`src/rtl/ali_dmod_core_if.sv`:
```
// AXI4-Lite control channel bundle for the ALI demodulator register bank.
interface ali_dmod_core_if #(
  parameter int ADDR_WIDTH = 12,
  parameter int DATA_WIDTH = 32
);
  logic                    awvalid;
  logic                    awready;
  logic [ADDR_WIDTH-1:0]   awaddr;
  logic                    wvalid;
  logic                    wready;
  logic [DATA_WIDTH-1:0]   wdata;
  logic [DATA_WIDTH/8-1:0] wstrb;
  logic                    bvalid;
  logic                    bready;
  logic [1:0]              bresp;
  logic                    arvalid;
  logic                    arready;
  logic [ADDR_WIDTH-1:0]   araddr;
  logic                    rvalid;
  logic                    rready;
  logic [DATA_WIDTH-1:0]   rdata;
  logic [1:0]              rresp;

  modport master (
    output awvalid, awaddr, wvalid, wdata, wstrb, bready, arvalid, araddr, rready,
    input  awready, wready, bvalid, bresp, arready, rvalid, rdata, rresp
  );

  modport slave (
    input  awvalid, awaddr, wvalid, wdata, wstrb, bready, arvalid, araddr, rready,
    output awready, wready, bvalid, bresp, arready, rvalid, rdata, rresp
  );
endinterface

```
`src/rtl/ali_dmod_core.sv`:
```
// AXI4-Lite control slave: four 32-bit config registers for the ALI demodulator.
module ali_dmod_core #(
  parameter int C_S_AXI_CONTROL_ADDR_WIDTH = 12,
  parameter int C_S_AXI_CONTROL_DATA_WIDTH = 32,
  parameter int C_OUT_TDATA_WIDTH          = 64,
  parameter int C_IN_TDATA_WIDTH           = 64,
  parameter int C_TUSER_WIDTH              = 8
) (
  input logic            ap_clk,
  input logic            ap_rst,
  ali_dmod_core_if.slave s_axi_control
);

  typedef enum logic [1:0] {WR_IDLE = 2'd0, WR_DATA = 2'd1, WR_RESP = 2'd2, WR_RST = 2'd3} wr_state_t;
  typedef enum logic [1:0] {RD_IDLE = 2'd0, RD_DATA = 2'd1, RD_RST = 2'd2} rd_state_t;

  // Stream widths belong to the datapath; only the control width is constrained here.
  if (C_S_AXI_CONTROL_DATA_WIDTH != 32 || C_S_AXI_CONTROL_ADDR_WIDTH < 12 ||
      C_OUT_TDATA_WIDTH < 1 || C_IN_TDATA_WIDTH < 1 || C_TUSER_WIDTH < 1) begin : g_unsupported_config
  end

  // Word index -> register slot; slot 4 means unmapped.
  function automatic logic [2:0] map_addr(input logic [9:0] idx);
    case (idx)
      10'h004: map_addr = 3'd0;
      10'h006: map_addr = 3'd1;
      10'h008: map_addr = 3'd2;
      10'h00A: map_addr = 3'd3;
      default: map_addr = 3'd4;
    endcase
  endfunction

  wr_state_t         wstate, wnext;
  rd_state_t         rstate, rnext;
  logic [9:0]        aw_idx;
  logic [3:0][31:0]  regs;
  logic [31:0]       rdata_q;
  logic [2:0]        wsel, rsel;
  logic              aw_hs, w_hs, ar_hs;
  logic              unused_addr_bits;

  assign unused_addr_bits = ^{s_axi_control.awaddr[1:0], s_axi_control.araddr[1:0]};

  assign aw_hs = s_axi_control.awvalid & s_axi_control.awready;
  assign w_hs  = s_axi_control.wvalid  & s_axi_control.wready;
  assign ar_hs = s_axi_control.arvalid & s_axi_control.arready;
  assign wsel  = map_addr(aw_idx);
  assign rsel  = map_addr(s_axi_control.araddr[11:2]);

  // Write FSM
  always_ff @(posedge ap_clk) begin
    if (ap_rst) wstate <= WR_RST;
    else        wstate <= wnext;
  end

  always_comb begin
    wnext = wstate;
    case (wstate)
      WR_IDLE: if (s_axi_control.awvalid) wnext = WR_DATA;
      WR_DATA: if (s_axi_control.wvalid)  wnext = WR_RESP;
      WR_RESP: if (s_axi_control.bready)  wnext = WR_IDLE;
      default: wnext = WR_IDLE;
    endcase
  end

  always_comb begin
    s_axi_control.awready = 1'b0;
    s_axi_control.wready  = 1'b0;
    s_axi_control.bvalid  = 1'b0;
    case (wstate)
      WR_IDLE: s_axi_control.awready = 1'b1;
      WR_DATA: s_axi_control.wready  = 1'b1;
      WR_RESP: s_axi_control.bvalid  = 1'b1;
      default: ;
    endcase
  end

  assign s_axi_control.bresp = 2'b00;

  always_ff @(posedge ap_clk) begin
    if (ap_rst)     aw_idx <= '0;
    else if (aw_hs) aw_idx <= s_axi_control.awaddr[11:2];
  end

  always_ff @(posedge ap_clk) begin
    if (ap_rst) begin
      regs <= '0;
    end else if (w_hs && !wsel[2]) begin
      for (int b = 0; b < 4; b++)
        if (s_axi_control.wstrb[b]) regs[wsel[1:0]][8*b +: 8] <= s_axi_control.wdata[8*b +: 8];
    end
  end

  // Read FSM
  always_ff @(posedge ap_clk) begin
    if (ap_rst) rstate <= RD_RST;
    else        rstate <= rnext;
  end

  always_comb begin
    rnext = rstate;
    case (rstate)
      RD_IDLE: if (s_axi_control.arvalid) rnext = RD_DATA;
      RD_DATA: if (s_axi_control.rready)  rnext = RD_IDLE;
      default: rnext = RD_IDLE;
    endcase
  end

  always_comb begin
    s_axi_control.arready = (rstate == RD_IDLE);
    s_axi_control.rvalid  = (rstate == RD_DATA);
  end

  // Sampled before any same-edge write lands, so a colliding read sees the old value.
  always_ff @(posedge ap_clk) begin
    if (ap_rst)     rdata_q <= '0;
    else if (ar_hs) rdata_q <= rsel[2] ? 32'h0 : regs[rsel[1:0]];
  end

  assign s_axi_control.rdata = rdata_q;
  assign s_axi_control.rresp = 2'b00;

endmodule

```
`src/flat_wrapper.sv`:
```
// flat-port wrapper written by rule: the top's interface ports become plain ports
module ali_dmod_core_flat 
#(
  parameter int C_S_AXI_CONTROL_ADDR_WIDTH = 12,
  parameter int C_S_AXI_CONTROL_DATA_WIDTH = 32,
  parameter int C_OUT_TDATA_WIDTH          = 64,
  parameter int C_IN_TDATA_WIDTH           = 64,
  parameter int C_TUSER_WIDTH              = 8
)
  (ap_clk, ap_rst, s_axi_control_awvalid, s_axi_control_awaddr, s_axi_control_wvalid, s_axi_control_wdata, s_axi_control_wstrb, s_axi_control_bready, s_axi_control_arvalid, s_axi_control_araddr, s_axi_control_rready, s_axi_control_awready, s_axi_control_wready, s_axi_control_bvalid, s_axi_control_bresp, s_axi_control_arready, s_axi_control_rvalid, s_axi_control_rdata, s_axi_control_rresp);
  ali_dmod_core_if #(.ADDR_WIDTH(12), .DATA_WIDTH(32)) s_axi_control_i ();
  input logic ap_clk;
  input logic ap_rst;
  input wire logic [$bits(s_axi_control_i.awvalid)-1:0] s_axi_control_awvalid;
  input wire logic [$bits(s_axi_control_i.awaddr)-1:0] s_axi_control_awaddr;
  input wire logic [$bits(s_axi_control_i.wvalid)-1:0] s_axi_control_wvalid;
  input wire logic [$bits(s_axi_control_i.wdata)-1:0] s_axi_control_wdata;
  input wire logic [$bits(s_axi_control_i.wstrb)-1:0] s_axi_control_wstrb;
  input wire logic [$bits(s_axi_control_i.bready)-1:0] s_axi_control_bready;
  input wire logic [$bits(s_axi_control_i.arvalid)-1:0] s_axi_control_arvalid;
  input wire logic [$bits(s_axi_control_i.araddr)-1:0] s_axi_control_araddr;
  input wire logic [$bits(s_axi_control_i.rready)-1:0] s_axi_control_rready;
  output wire logic [$bits(s_axi_control_i.awready)-1:0] s_axi_control_awready;
  output wire logic [$bits(s_axi_control_i.wready)-1:0] s_axi_control_wready;
  output wire logic [$bits(s_axi_control_i.bvalid)-1:0] s_axi_control_bvalid;
  output wire logic [$bits(s_axi_control_i.bresp)-1:0] s_axi_control_bresp;
  output wire logic [$bits(s_axi_control_i.arready)-1:0] s_axi_control_arready;
  output wire logic [$bits(s_axi_control_i.rvalid)-1:0] s_axi_control_rvalid;
  output wire logic [$bits(s_axi_control_i.rdata)-1:0] s_axi_control_rdata;
  output wire logic [$bits(s_axi_control_i.rresp)-1:0] s_axi_control_rresp;
  assign s_axi_control_i.awvalid = s_axi_control_awvalid;
  assign s_axi_control_i.awaddr = s_axi_control_awaddr;
  assign s_axi_control_i.wvalid = s_axi_control_wvalid;
  assign s_axi_control_i.wdata = s_axi_control_wdata;
  assign s_axi_control_i.wstrb = s_axi_control_wstrb;
  assign s_axi_control_i.bready = s_axi_control_bready;
  assign s_axi_control_i.arvalid = s_axi_control_arvalid;
  assign s_axi_control_i.araddr = s_axi_control_araddr;
  assign s_axi_control_i.rready = s_axi_control_rready;
  assign s_axi_control_awready = s_axi_control_i.awready;
  assign s_axi_control_wready = s_axi_control_i.wready;
  assign s_axi_control_bvalid = s_axi_control_i.bvalid;
  assign s_axi_control_bresp = s_axi_control_i.bresp;
  assign s_axi_control_arready = s_axi_control_i.arready;
  assign s_axi_control_rvalid = s_axi_control_i.rvalid;
  assign s_axi_control_rdata = s_axi_control_i.rdata;
  assign s_axi_control_rresp = s_axi_control_i.rresp;
  ali_dmod_core #(.C_S_AXI_CONTROL_ADDR_WIDTH(C_S_AXI_CONTROL_ADDR_WIDTH), .C_S_AXI_CONTROL_DATA_WIDTH(C_S_AXI_CONTROL_DATA_WIDTH), .C_OUT_TDATA_WIDTH(C_OUT_TDATA_WIDTH), .C_IN_TDATA_WIDTH(C_IN_TDATA_WIDTH), .C_TUSER_WIDTH(C_TUSER_WIDTH)) u_core (.ap_clk(ap_clk), .ap_rst(ap_rst), .s_axi_control(s_axi_control_i));
endmodule
```
`config.mk`:
```
export PLATFORM = sky130hd
export DESIGN_NAME = ali_dmod_core_flat
export DESIGN_NICKNAME = d
export VERILOG_FILES = /design/src/rtl/ali_dmod_core_if.sv /design/src/rtl/ali_dmod_core.sv /design/src/flat_wrapper.sv
export SDC_FILE = /design/constraint.sdc
export NUM_CORES = 1
export LEC_CHECK = 0
export ABC_CLOCK_PERIOD_IN_PS = 5480
export CAP_MARGIN = 20
export CORE_ASPECT_RATIO = 0.75
export CORE_MARGIN = 3
export CORE_UTILIZATION = 45
export CTS_BUF_LIST = sky130_fd_sc_hd__clkbuf_4 sky130_fd_sc_hd__clkbuf_8
export CTS_CLUSTER_DIAMETER = 200
export CTS_CLUSTER_SIZE = 16
export DETAILED_ROUTE_END_ITERATION = 10
export PLACE_DENSITY = 0.76
export RECOVER_POWER = 25
export SKIP_CTS_REPAIR_TIMING = 1
export SLEW_MARGIN = 20
export SYNTH_ARGS = -nofsm -noshare
export SYNTH_HDL_FRONTEND = slang
export SYNTH_SLANG_ARGS = --single-unit
export TNS_END_PERCENT = 30
```
`constraint.sdc`:
```
create_clock -name ap_clk -period 5.48 [get_ports ap_clk]
set_input_delay 0.548 -clock ap_clk [delete_from_list [all_inputs] [get_ports ap_clk]]
set_output_delay 0.548 -clock ap_clk [all_outputs]
set_load 0.02 [all_outputs]
```
==> flow_metrics.env, run 1 <==
export IMPL_synth_async_reset_ratio=0
export IMPL_finClkSkew_ps=12.95
export IMPL_netlist_area_um2=7202
export IMPL_grt_use_met3=0.04554
export IMPL_grt_start_max_net_pins=76
export IMPL_ys_ff_latch=174
export IMPL_synthTopCellsByArea="dfxtp_1 (48%), mux2i_1 (18%), nor2_1 (6.9%)"
export IMPL_status="finished, violations left"
export IMPL_ios=108
export IMPL_top_usage_layer="met2"
export IMPL_dieWidth_um=152.1
export IMPL_clock_latency_ps=460
export IMPL_start_util=0.4656
export IMPL_drv_cap=1
export IMPL_holdWs_ps=451.4
export IMPL_clk_pin_slew_ps=90
export IMPL_layout_nets=880
export IMPL_fmax_mhz=260.9
export IMPL_cts_buffer_depth=2
export IMPL_cts_root_buf="clkbuf_8"
export IMPL_endpoint_kind="register"
export IMPL_grt_pass1_vias=5592
export IMPL_use_met1=0.2881
export IMPL_tns_ps=0
export IMPL_fin_util=0.5606
export IMPL_die_area_um2=17570
export IMPL_fp_dieH_um=115.6
export IMPL_vias_per_cell=5.642
export IMPL_finalSetupViolations=0
export IMPL_start_kind="primary input"
export IMPL_grt_ovfl_total=0
export IMPL_antenna_found_initial=1
export IMPL_yosysWarnings=0
export IMPL_tightest_slew_ps=3160
export IMPL_critPathLaunch="ap_rst"
export IMPL_timing_final_hold_violations=0
export IMPL_synthDistinctLibCells=34
export IMPL_yosysMostFrequentCell="dfxtp_1"
export IMPL_drive_above_1_share=0.06303
export IMPL_antenna_left=0
export IMPL_yosys_area_top_type_share=0.4837
export IMPL_yosys_area_top_type="dfxtp_1"
export IMPL_drt_wl_total_um=18230
export IMPL_crit_arrival_ps=4130
export IMPL_relSlewSlack=-1.107
export IMPL_vias=5811
export IMPL_dp_hpwl_um=11100
export IMPL_syn_area_per_cell_um2=9.706
export IMPL_rr_startpoint="u_core.wstate[1]"
export IMPL_leakage_nw=3.508
export IMPL_crit_type="primary input to register"
export IMPL_met2_usage=0.3287
export IMPL_cts_htree_levels=4
export IMPL_cts_tree="done"
export IMPL_finalCritPeriodShare=0.6993
export IMPL_area_delta_synth_final_pct=20.41
export IMPL_dr_pass1_iters=6
export IMPL_synth_main_ff_cell="dfxtp_1"
export IMPL_hp_start="u_core.s_axi_control.rdata[20]"
export IMPL_wire_per_inst_um=17.70
export IMPL_crit_required_ps=5780
export IMPL_cts_buffers=17
export IMPL_grt_usage=0.2070
export IMPL_cp_max_fo=75
export IMPL_min_path_type="register to register"
export IMPL_drt_first_iter_violations=531
export IMPL_grt_pass1_wl_um=29350
export IMPL_synth_edff_count=0
export IMPL_drc=0
export IMPL_drv_slew=76
export IMPL_gp_congestion=0.7496
export IMPL_synth_cells=742
export IMPL_yosysSeqAreaShare=0.4837
export IMPL_core_area_um2=15470
export IMPL_ir_drop_mv=0.1590
export IMPL_synth_common_cells="dfxtp_1 (174), nor2_1 (132), mux2i_1 (128)"
export IMPL_diodes=0
export IMPL_finalCriticalPeriod_ps=3832
export IMPL_num_rows=39
export IMPL_violations="capacitance limit, slew limit"
export IMPL_clock_sinks=174
export IMPL_portBuffers=99
export IMPL_p_per_area_nw_per_um2=272.6
export IMPL_rsz0062_at_grt="no"
-- area by class of cell --
cell class                 count  area, um2
fill                        1340       6797
sequential                   174       3483
multi-input combinational    507       3467
timing repair buffer         110       1062
clock buffer                  21      276.5
tap                          205      256.5
clock inverter                10      115.1
inverter                       3      11.26
-- logic make-up after synthesis --
group                  Yosys count  synth area share
AND/OR/NAND/NOR                264            0.1880
multiplexers                   128            0.1779
buffers and inverters           64           0.03735
flip-flops                     174            0.4837
other                            1         0.0005207
AO/OA/AOI/OAI                  111            0.1126
-- registers in the layout, summed over array words and instances (netlist names) --
register                    flops
u_core.rstate                   2
u_core.s_axi_control.rdata     32
u_core.aw_idx                  10
u_core.regs                   128
u_core.wstate                   2
-- power breakdown --
| group | switching, W | total [W] | internal, W |
|---|---|---|---|
| Combinational | 0.000121 | 0.000203 | 0.0000822 |
| Sequential | 0.00000539 | 0.00127 | 0.00127 |
| Clock | 0.000453 | 0.000887 | 0.000434 |
-- worst max-delay path, cell delays in order --
cell and delay, ps:
buf_4 570, clkbuf_1 2290, a21oi_1 60, buf_4 420
nand2_1 130, o31ai_1 70
-- final timing paths --
path / depth (start not counted) / slack (ps) / to
worst max-delay path: 6 / 1650 / u_core.s_axi_control.rdata[7]
worst min-delay path: 2 / 450 / u_core.s_axi_control.rdata[20]
worst max register to register: 5 / 2860 / u_core.regs[17]
worst min register to register: 2 / 450 / u_core.s_axi_control.rdata[20]
-- metrics by stage --
stage	total power, W	cells	area (um2)	worst slack (ps)
detailed placement	0.001506	999	8288	2225
floorplan	0.001415	745	7213	3360
finish	0.002364	1030	8672	1648
global placement	0.001506	999	8288	2237
global route	0.002452	1030	8672	1272
CTS	0.002376	1030	8680	2340
-- layout by cell type, fill, tap and decap left out, drive strengths merged, types with 6 or more instances in the layout --
master	instances
dfxtp	174
nor2	132
mux2i	128
clkdlybuf4s50	61
nand2	55
nor4	41
dlygate4sd3	36
o22a	32
o22ai	32
o31ai	32
clkbuf	22
buf	12
a21oi	11
nand4	9
clkinvlp	6
-- routing by layer --
metal	wire length, um	vias to the layer above	part of all wire
met5	13	-	0.00071
met4	119	2	0.0065
met3	1276	15	0.070
met2	8325	196	0.46
met1	8492	2777	0.47
li1	-	2821	-
Note: power is estimated with default switching activity, not from simulation.
==> run 2: changes to the inputs <==
--- a/config.mk
+++ b/config.mk
@@ -5,7 +5,7 @@
 export SDC_FILE = /design/constraint.sdc
 export NUM_CORES = 1
 export LEC_CHECK = 0
-export ABC_CLOCK_PERIOD_IN_PS = 5480
+export ABC_CLOCK_PERIOD_IN_PS = 3800
 export CAP_MARGIN = 20
 export CORE_ASPECT_RATIO = 0.75
 export CORE_MARGIN = 3
==> constraint.sdc (replaced) <==
create_clock -name ap_clk -period 3.8 [get_ports ap_clk]
set_input_delay 0.38 -clock ap_clk [delete_from_list [all_inputs] [get_ports ap_clk]]
set_output_delay 0.38 -clock ap_clk [all_outputs]
set_load 0.02 [all_outputs]
==> run 2 against run 1 <==
  * The run still ends with capacitance limit, slew limit left
  * Core utilization increased by 1.3 points
  * Largest power group unchanged
  * Cell area is 2.4% higher
  * Global-route usage up 0.38 points
  * Final cell count increased by 1.4%
  * Flip-flop and latch count stayed put
==> flow_metrics.env, run 2 (same netlist as run 1, synthesis figures left out) <==
export IMPL_status="finished, violations left"
export IMPL_relSlewSlack=-0.03137
export IMPL_clock_latency_ps=450
export IMPL_violations="capacitance limit, slew limit"
export IMPL_dp_hpwl_um=11400
export IMPL_final_cell_area_um2=8876
export IMPL_grt_pass1_vias=5755
export IMPL_dr_pass1_iters=5
export IMPL_grt_ovfl_total=0
export IMPL_grt_usage=0.2108
export IMPL_ff2ff_setup_slack_ps=1340
export IMPL_final_cell_mix="dfxtp_1 (174), nor2_1 (132), mux2i_1 (128)"
export IMPL_ir_drop_mv=0.2305
export IMPL_drv_slew=86
export IMPL_tightest_slew_ps=1531
export IMPL_layout_nets=896
export IMPL_dieWidth_um=152.1
export IMPL_crit_arrival_ps=3610
export IMPL_critPathLaunch="s_axi_control_araddr[4]"
export IMPL_regMostFlops="u_core.regs"
export IMPL_drt_first_iter_violations=422
export IMPL_vias_per_cell=5.609
export IMPL_min_path_cells=1
export IMPL_cts_buffer_depth=2
export IMPL_gp_congestion=0.7480
export IMPL_leakage_nw=3.631
export IMPL_crit_required_ps=4140
export IMPL_clk_pin_slew_ps=90
export IMPL_diodes=0
export IMPL_drive_above_1_share=0.07747
export IMPL_tns_ps=0
export IMPL_portBuffers=99
export IMPL_instances_no_fill=1044
export IMPL_largest_reg_flops=128
export IMPL_dpl_cell_area_um2=8426
export IMPL_area_delta_synth_final_pct=23.25
export IMPL_rr_startpoint="u_core.aw_idx[9]"
export IMPL_holdWs_ps=429.6
export IMPL_clock_sinks=174
export IMPL_cts_buffers=17
export IMPL_finalCritPeriodShare=0.8612
export IMPL_die_area_um2=17570
export IMPL_worstRegToRegCells=4
export IMPL_finalCriticalPeriod_ps=3272
export IMPL_finalSetupViolations=0
export IMPL_cts_htree_levels=4
export IMPL_grt_pass1_wl_um=30010
export IMPL_min_path_type="primary input to register"
export IMPL_drv_cap=2
export IMPL_antenna_found_initial=1
export IMPL_endpoint_kind="register"
export IMPL_dp_cells=1015
export IMPL_core_area_um2=15470
export IMPL_fp_dieH_um=115.6
export IMPL_ios=108
export IMPL_drt_wl_total_um=18430
export IMPL_drc=0
export IMPL_grt_start_max_net_pins=77
export IMPL_cts_root_buf="clkbuf_8"
export IMPL_finClkSkew_ps=12.43
export IMPL_cp_endpoint="u_core.s_axi_control.rdata[21]"
export IMPL_fmax_mhz=305.6
export IMPL_wire_per_inst_um=17.66
export IMPL_start_kind="primary input"
export IMPL_num_rows=39
export IMPL_reg2reg_to="u_core.regs[126]"
export IMPL_rsz0062_at_grt="no"
export IMPL_timing_final_hold_violations=0
export IMPL_vias=5856
export IMPL_n_fill_cell=1357
export IMPL_antenna_left=0
export IMPL_cts_tree="done"
export IMPL_fin_util=0.5738
export IMPL_final_common_cell="dfxtp_1"
export IMPL_crit_type="primary input to register"
export IMPL_start_util=0.4656
export IMPL_cp_max_fo=25
export IMPL_p_per_area_nw_per_um2=408.0
==> run 2: changes by cell type in the layout (fill, tap and decap cells not counted), sizes merged <==
cell and change:
clkdlybuf4s50 +1, bufinv +3, buf +15, clkinvlp -5, inv +1, clkbuf -1
==> run 2: worst max-delay path, stage by stage <==
cell           delay, ps
dlygate4sd3_1        540
nand2b_1             920
o21ai_0              920
buf_12               430
o22ai_1              280
o31ai_1              110
==> run 2: worst min-delay path by stage <==
stage	startpoint	end	slack, ps
after floorplan	u_core.rstate[1]	u_core.rstate[0]	420
after global placement	u_core.s_axi_control.rdata[20]	u_core.s_axi_control.rdata[20]	440
after detailed placement	u_core.s_axi_control.rdata[20]	u_core.s_axi_control.rdata[20]	440
after CTS	ap_rst	u_core.rstate[1]	400
after global routing	ap_rst	u_core.rstate[1]	440
final	ap_rst	u_core.rstate[1]	430
==> run 2: final cells by class <==
class / instances / area [um2] / area share
sequential: 174 / 3483 / 0.3924
clock buffer: 20 / 275.3 / 0.03101
multi-input combinational: 507 / 3465 / 0.3903
tap: 205 / 256.5 / 0.02890
clock inverter: 9 / 183.9 / 0.02072
inverter: 3 / 11.26 / 0.001269
timing repair buffer: 126 / 1201 / 0.1353
==> run 2: per-stage QoR <==
stage,setup slack [ps],power (W)
after floorplan,1842,0.002041
after global placement,795.7,0.002176
after detailed placement,760.9,0.002177
after CTS,841.4,0.003644
after global routing,400.5,0.003739
final,527.6,0.003622
==> run 2: per-layer routing <==
layer	wire length, um	part of all wire	vias to the layer above	track usage
met5	13	0.00071	-	0
met4	203	0.011	2	0.05269
met3	913	0.050	20	0.04479
met2	8410	0.46	158	0.3456
met1	8892	0.48	2821	0.2882
li1	-	-	2855	-
==> run 2: power breakdown <==
group          internal, W  switching [W]  total [W]
Clock             0.000829       0.000656    0.00149
Sequential         0.00183     0.00000779    0.00184
Combinational     0.000123       0.000177   0.000300
Total              0.00278       0.000841    0.00362
==> run 3: changes to the inputs <==
--- a/config.mk
+++ b/config.mk
@@ -14,7 +14,8 @@
 export CTS_CLUSTER_DIAMETER = 200
 export CTS_CLUSTER_SIZE = 16
 export DETAILED_ROUTE_END_ITERATION = 10
-export PLACE_DENSITY = 0.76
+export MAX_ROUTING_LAYER = met4
+export PLACE_DENSITY = 0.68
 export RECOVER_POWER = 25
 export SKIP_CTS_REPAIR_TIMING = 1
 export SLEW_MARGIN = 20
==> run 3 against run 2 <==
  * The flow still finishes with violations (capacitance limit, slew limit)
  * Maximum frequency grew 0.29%
  * Cell area shrank 1.5%
  * Final cell count shrank 0.77%
==> flow_metrics.env, run 3 (same netlist as run 1, synthesis figures left out) <==
export IMPL_status="finished, violations left"
export IMPL_violations="capacitance limit, slew limit"
export IMPL_dp_hpwl_um=12070
export IMPL_ios=108
export IMPL_n_fill_cell=1308
export IMPL_drive_above_1_share=0.06747
export IMPL_rsz0062_at_grt="no"
export IMPL_fmax_mhz=306.5
export IMPL_p_per_area_nw_per_um2=396.1
export IMPL_finClkSkew_ps=14.33
export IMPL_crit_buf_inv=3
export IMPL_grt_usage=0.2280
export IMPL_dr_pass1_iters=5
export IMPL_crit_arrival_ps=3560
export IMPL_die_area_um2=17570
export IMPL_drt_first_iter_violations=365
export IMPL_min_path_type="register to register"
export IMPL_tns_ps=0
export IMPL_grt_pass1_wl_um=31470
export IMPL_grt_pass1_vias=6039
export IMPL_crit_chain="dlygate4sd3_1 > nor3_1 > nand2_1 > clkbuf_1 > a2111o_1 > clkbuf_2 > o31ai_1"
export IMPL_layout_nets=884
export IMPL_timing_final_hold_violations=0
export IMPL_multi_input_area_um2=3471
export IMPL_clock_latency_ps=460
export IMPL_portBuffers=99
export IMPL_relSlewSlack=-0.7964
export IMPL_tightest_slew_ps=2695
export IMPL_drv_cap=2
export IMPL_cts_buffers=17
export IMPL_fin_util=0.5653
export IMPL_gp_congestion=0.7562
export IMPL_drv_slew=99
export IMPL_start_kind="primary input"
export IMPL_final_common_cell="dfxtp_1"
export IMPL_cts_buffer_depth=2
export IMPL_cts_htree_levels=4
export IMPL_grt_ovfl_total=0
export IMPL_vias_per_cell=5.819
export IMPL_crit_slowest_cell="clkbuf_1"
export IMPL_cp_max_fo=33
export IMPL_core_area_um2=15470
export IMPL_clock_sinks=174
export IMPL_finalCritPeriodShare=0.8587
export IMPL_wire_per_inst_um=18.74
export IMPL_largest_reg_flops=128
export IMPL_cts_tree="done"
export IMPL_ir_drop_mv=0.2029
export IMPL_antenna_found_initial=1
export IMPL_regMostFlops="u_core.regs"
export IMPL_crit_required_ps=4100
export IMPL_vias=6029
export IMPL_leakage_nw=3.547
export IMPL_crit_type="primary input to register"
export IMPL_area_delta_synth_final_pct=21.42
export IMPL_drt_wl_total_um=19420
export IMPL_dpl_cell_area_um2=8335
export IMPL_worst_path_dominant_cell_family="buffers and inverters"
export IMPL_num_rows=39
export IMPL_layout_area_seq_um2=3483
export IMPL_drc=0
export IMPL_final_cell_mix="dfxtp_1 (174), nor2_1 (132), mux2i_1 (128)"
export IMPL_finalCriticalPeriod_ps=3263
export IMPL_start_util=0.4656
export IMPL_endpoint_kind="register"
export IMPL_critPathMaxStageDelay_ps=1480
export IMPL_dieWidth_um=152.1
export IMPL_final_cell_area_um2=8745
export IMPL_grt_start_max_net_pins=82
export IMPL_fp_dieH_um=115.6
export IMPL_clk_pin_slew_ps=90
export IMPL_antenna_left=0
export IMPL_finalSetupViolations=0
export IMPL_cts_root_buf="clkbuf_8"
## run 3: cell count changes in the layout (fill, tap and decap cells not counted), sizes merged, moves of 2 or more
cell and delta:
buf -14, bufinv -3, clkinv +3, inv +3, clkdlybuf4s50 +2, dlygate4sd3 -2
## run 3: report_power, final
group,internal (W),switching (W)
logic,0.000123,0.000178
clock network,0.000635,0.000692
registers,0.00183,0.00000795
## run 3: metrics by stage
stage | power (W) | std cells | hold slack, ps | setup WS [ps]
floorplan | 0.002041 | 745 | 423.5 | 1842
global placement | 0.002169 | 1003 | 430.9 | 818.1
detailed placement | 0.002178 | 1003 | 443.8 | 722.8
CTS | 0.003492 | 1035 | 455.9 | 837.0
global route | 0.003595 | 1036 | 451.1 | 405.7
finish | 0.003464 | 1036 | 459.0 | 537.1
## run 3: worst min-delay path, stage by stage (launching register included)
cell	delay [ps]
dfxtp_1	330
nand2_1	50
o31ai_1	50
## run 3: final cells by class
class / instances / share of cell area
Antenna cell: 1 / 0.0002862
Inverter: 3 / 0.001288
Clock buffer: 19 / 0.02990
Timing Repair Buffer: 114 / 0.1262
Clock inverter: 13 / 0.01774
Sequential cell: 174 / 0.3983
Multi-Input combinational cell: 507 / 0.3969
Tap cell: 205 / 0.02933
## run 3: path summary, 6_finish.rpt
kind | depth (start not counted) | slack (ps) | end | from
setup reg to reg | 5 | 1130 | u_core.regs[33] | u_core.wstate[1]
hold / removal | 2 | 460 | u_core.s_axi_control.rdata[20] | u_core.s_axi_control.rdata[20]
hold reg to reg | 2 | 460 | u_core.s_axi_control.rdata[20] | u_core.s_axi_control.rdata[20]
setup / recovery | 7 | 540 | u_core.s_axi_control.rdata[10] | s_axi_control_araddr[2]
## run 3: metal layers
metal	global-route usage	share of wire
met5	-	0
met4	0.04311	0.0061
met3	0.05002	0.065
met2	0.3799	0.48
met1	0.2913	0.45
